### src/rtl/bcd_pkg.sv
// Shared constants and helpers for the sequential binary-to-BCD converter.
package bcd_pkg;
  localparam int DIGIT_W = 4;
  localparam logic [DIGIT_W-1:0] BCD_NINE = 4'h9;

  typedef logic [1:0] state_t;
  localparam state_t IDLE  = 2'd0;
  localparam state_t SHIFT = 2'd1;
  localparam state_t DONE  = 2'd2;

  // Ceiling log2, used to size the shift counter for a count of WIDTH.
  function automatic int clog2(input int value);
    int r;
    int v;
    r = 0;
    v = value - 1;
    while (v > 0) begin
      r++;
      v = v >> 1;
    end
    return r;
  endfunction
endpackage

### src/rtl/bcd_digit_adj.sv
// One double-dabble digit correction: add 3 when the digit is 5 or more.
module bcd_digit_adj
  import bcd_pkg::*;
(
  input  logic [DIGIT_W-1:0] digit,
  output logic [DIGIT_W-1:0] adjusted
);
  assign adjusted = (digit >= 4'd5) ? digit + 4'd3 : digit;
endmodule

### src/rtl/bcd_convert_seq.sv
// Sequential binary-to-BCD converter (shift-and-add-3) with start/busy/done
// handshake, overflow saturation and a leading-zero blank mask.
module bcd_convert_seq
  import bcd_pkg::*;
#(
  parameter int WIDTH  = 16,
  parameter int DIGITS = 5
) (
  input  logic                      clk,
  input  logic                      reset,
  input  logic                      start,
  input  logic [WIDTH-1:0]          binary,
  output logic                      busy,
  output logic                      done,
  output logic [DIGIT_W*DIGITS-1:0] bcd,
  output logic                      overflow,
  output logic [DIGITS-1:0]         lz_mask
);
  localparam int BCD_W = DIGIT_W * DIGITS;
  localparam int SR_W  = BCD_W + WIDTH;
  localparam int CNT_W = clog2(WIDTH + 1);

  state_t            state;
  logic [SR_W-1:0]   sreg;
  logic [SR_W-1:0]   shifted;
  logic [BCD_W-1:0]  adj_digits;
  logic [BCD_W-1:0]  fin_digits;
  logic [CNT_W-1:0]  cnt;
  logic              ovf_acc;
  logic              ovf_fin;
  logic [DIGITS-1:0] lz_next;
  logic              zero_run;

  genvar g;
  generate
    for (g = 0; g < DIGITS; g++) begin : g_adj
      bcd_digit_adj u_adj (
        .digit    (sreg[WIDTH + g*DIGIT_W +: DIGIT_W]),
        .adjusted (adj_digits[g*DIGIT_W +: DIGIT_W])
      );
    end
  endgenerate

  // The corrected top bit falls off the shift; any 1 there means >= 10^DIGITS.
  assign shifted    = {adj_digits[BCD_W-2:0], sreg[WIDTH-1:0], 1'b0};
  assign ovf_fin    = ovf_acc | adj_digits[BCD_W-1];
  assign fin_digits = shifted[SR_W-1 -: BCD_W];

  always_comb begin
    lz_next  = '0;
    zero_run = 1'b1;
    for (int i = DIGITS - 1; i > 0; i--) begin
      zero_run   = zero_run & (fin_digits[i*DIGIT_W +: DIGIT_W] == 4'h0);
      lz_next[i] = zero_run;
    end
  end

  assign busy = (state == SHIFT) || (state == DONE);
  assign done = (state == DONE);

  always_ff @(posedge clk or posedge reset) begin
    if (reset) begin
      state    <= IDLE;
      sreg     <= '0;
      cnt      <= '0;
      ovf_acc  <= 1'b0;
      bcd      <= '0;
      overflow <= 1'b0;
      lz_mask  <= '0;
    end else begin
      case (state)
        IDLE: begin
          if (start) begin
            sreg    <= {{BCD_W{1'b0}}, binary};
            cnt     <= CNT_W'(WIDTH);
            ovf_acc <= 1'b0;
            state   <= SHIFT;
          end
        end
        SHIFT: begin
          sreg    <= shifted;
          cnt     <= cnt - CNT_W'(1);
          ovf_acc <= ovf_fin;
          if (cnt == CNT_W'(1)) begin
            state <= DONE;
            if (ovf_fin) begin
              bcd      <= {DIGITS{BCD_NINE}};
              overflow <= 1'b1;
              lz_mask  <= '0;
            end else begin
              bcd      <= fin_digits;
              overflow <= 1'b0;
              lz_mask  <= lz_next;
            end
          end
        end
        DONE:    state <= IDLE;
        default: state <= IDLE;
      endcase
    end
  end
endmodule

### config.mk
export PLATFORM = sky130hd
export DESIGN_NAME = bcd_convert_seq
export DESIGN_NICKNAME = d
export VERILOG_FILES = /design/src/rtl/bcd_pkg.sv /design/src/rtl/bcd_digit_adj.sv /design/src/rtl/bcd_convert_seq.sv
export SDC_FILE = /design/constraint.sdc
export NUM_CORES = 1
export LEC_CHECK = 0
export CAP_MARGIN = 20
export CORE_AREA = 2 2 86 88
export CTS_CLUSTER_DIAMETER = 200
export DETAILED_ROUTE_END_ITERATION = 16
export DIE_AREA = 0 0 88 90
export PLACE_DENSITY = 0.81
export SLEW_MARGIN = 5
export SYNTH_ARGS = -nofsm -noshare
export SYNTH_HDL_FRONTEND = slang
export SYNTH_SLANG_ARGS = --single-unit
### constraint.sdc
create_clock -name clk -period 2.28 [get_ports clk]
set_input_delay 0.456 -clock clk [delete_from_list [all_inputs] [get_ports clk]]
set_output_delay 0.456 -clock clk [all_outputs]
set_load 0.05 [all_outputs]
==> results.txt <==
Worst-path clk slew: 0.08 ns
io pins: 47
Post-DP HPWL: 5280 microns
fin crit period: 2.13 ns
initial antenna violation count: 0
Cell variety after synth: 38
IO buf count: 45
GRT Resource Usage Total: 0.206
CP startpoint kind: register
Async SR Flop Fraction: 1.00
CTS Hold Bufs: 0
post_cts resized: 0
Routed Antenna Nets: 0
maximum fanout along the worst path: 6
DRT iter0 DRCs: 140
outcome: finished clean
Primary FF master, synth: dfrtp_1
Power Total: 5.61 mW
leading area contributor after synthesis: dfrtp_1
fmax: 470 MHz
Cell Rows: 31
Sw Share: 0.434
max-slew violations: 0
syn_nets: 370
TritonCTS clock tree: yes
die footprint: 0.00792 sq mm
CTS sink count: 69
gpl congestion: 0.887
RSZ-0062 raised after global routing: false
Lkg Pwr: 1.79 nW
Synth Instances: 336
sequential share of power: 0.340
final std cells w/o fill: 494
sequential element share of the synthesized area: 0.523
Avg WL per Cell: 15.3 microns
Comb power frac: 0.479
clock root buffer master: clkbuf_8
Pwr per Cell Area: 1350 mW/mm^2
Die Height: 90 microns
CP arrival: 2.42 ns
# Post-CTS Setup Buffers: 0
Mapped Avg Cell Area: 9.82 sq um
CTS max path bufs: 2
internal power: 3.17 mW
Worst Tran Pin Value: 0.554 ns
final setup violating endpoints: 0
cell area after synthesis: 0.00330 sq mm
CP Capture Type: register
#FFs+latches synth: 69
Nets: 425
number of fill cells: 590
WL final: 7540 microns
count leader, synth: dfrtp_1
Crit path required time: 2.58 ns
Post-synth EDFFs: 0
Yosys top cell area share: 0.523
clk_skew: 0.0110 ns
CTS buffer count: 9
initial core utilization: 0.470
MaxCap Viol Count: 0
via count: 2668
final-report hold violation count: 0
number of cells on the worst reg-to-reg path: 7
vias in the first global route: 2769
first-pass GRT wire length: 12600 microns
Final Cycle Share: 0.932
Worst-Skew Late Latency: 0.36 ns
antenna cells: 0
kind of critical path: reg2reg
largest cells by area after synthesis: dfrtp_1 (52%), ha_1 (5.7%), nor2_1 (5.5%)
vias per cell: 5.40
gr ovfl total: 0
Post-synth top cells: dfrtp_1 (69), nor2_1 (48), nand2_1 (29)
slew margin rel.: 0.630
Clock Power Share: 0.180
share of cells above drive strength 1: 0.106
largest net degree at the start of global routing: 57
die width: 88 microns
hold crit path type: in2async
# placed instances: 479
core footprint: 0.00702 sq mm
drt first pass iters: 4
H-tree depth: 3
Residual DRC: 0
layout overhead on the synthesized area: 25.4%
TNS Setup: 0 ns
Peak VDD IR: 0.611 mV
YS warnings: 0
Sw Pwr: 2.43 mW
[registers in the layout (all words and copies together) (netlist names)]
name	flops
state	2
cnt	5
sreg	36
overflow	1
ovf_acc	1
bcd	20
lz_mask	4
[worst max-delay path, stage by stage, from the launching register on]
cell	delay (ns)
dfrtp_1	0.45
ha_1	0.22
nand2b_1	0.15
nor3b_1	0.17
a2111oi_4	0.38
nand4b_2	0.19
nor4_2	0.35
a22o_1	0.17
[cell usage in the layout, fill, tap and decap left out, types with 11 or more instances in the layout]
master,count
dfrtp_1,69
nor2_1,47
clkdlybuf4s50_1,43
nand2_1,29
o21ai_0,27
a21oi_1,22
o22ai_1,20
inv_1,16
ha_1,15
buf_4,15
clkbuf_8,11
[worst paths after layout]
| check | start | endpoint | slack (ns) |
|---|---|---|---|
| max in group asynchronous | reset | bcd[15] | 1.30 |
| worst max register to register | sreg[32] | lz_mask[1] | 0.15 |
| worst min register to register | lz_mask[2] | lz_mask[2] | 0.49 |
| worst max-delay path | sreg[32] | lz_mask[1] | 0.15 |
| min in group clk | lz_mask[2] | lz_mask[2] | 0.49 |
| worst min-delay path | reset | bcd[4] | 0.37 |
[power by group through the flow]
stage / combinational (mW) / clock [mW] / sequential [mW]
floorplan: 1.29 / 0 / 2.42
global placement: 2.61 / 0 / 1.91
detailed placement: 2.68 / 0 / 1.93
CTS: 2.70 / 1.03 / 1.91
global route: 2.92 / 1.08 / 1.96
finish: 2.69 / 1.01 / 1.91
[cell type report]
cell class	count	area, sq um	share of cell area
Tap cell	99	124	0.0299
Clock inverter	4	47.5	0.0115
Multi-Input combinational cell	234	1450	0.350
Sequential cell	69	1730	0.417
Clock buffer	11	151	0.0366
Timing Repair Buffer	60	576	0.139
Inverter	17	63.8	0.0154
[through the flow]
| step | hold WS, ns | worst slack, ns | cell area (sq um) | utilization |
|---|---|---|---|---|
| 6_report | 0.372 | 0.154 | 4140 | 0.589 |
| 2_1_floorplan | 0.473 | 0.0841 | 3300 | - |
| 3_5_place_dp | 0.481 | 0.147 | 3940 | 0.561 |
| 5_1_grt | 0.407 | 0.0294 | 4140 | 0.589 |
| 4_1_cts | 0.379 | 0.0289 | 4140 | 0.589 |
| 3_3_place_gp | 0.474 | 0.228 | 3940 | 0.561 |
[logic make-up (layout without fill, tap and decap cells)]
group | after synthesis | after routing | synth area share
and+or+nand+nor | 110 | 110 | 0.162
AOI/OAI and AO/OA | 96 | 96 | 0.184
DFF | 69 | 69 | 0.523
buffers and inverters | 33 | 92 | 0.0387
adders and majority gates | 15 | 15 | 0.0569
xor gates and xnor gates | 8 | 8 | 0.0212
muxes | 4 | 4 | 0.0129
other | 1 | 1 | 0.00114
[layer usage]
layer | part of all wire | wire length (microns) | global-route usage | vias up
met5 | 0 | 0 | 0 | -
met4 | 0.031 | 232 | 0.100 | 0
met3 | 0.032 | 242 | 0.0542 | 24
met2 | 0.49 | 3720 | 0.342 | 52
met1 | 0.44 | 3350 | 0.243 | 1315
li1 | - | - | - | 1277
Power figures use the tool's default switching activity.
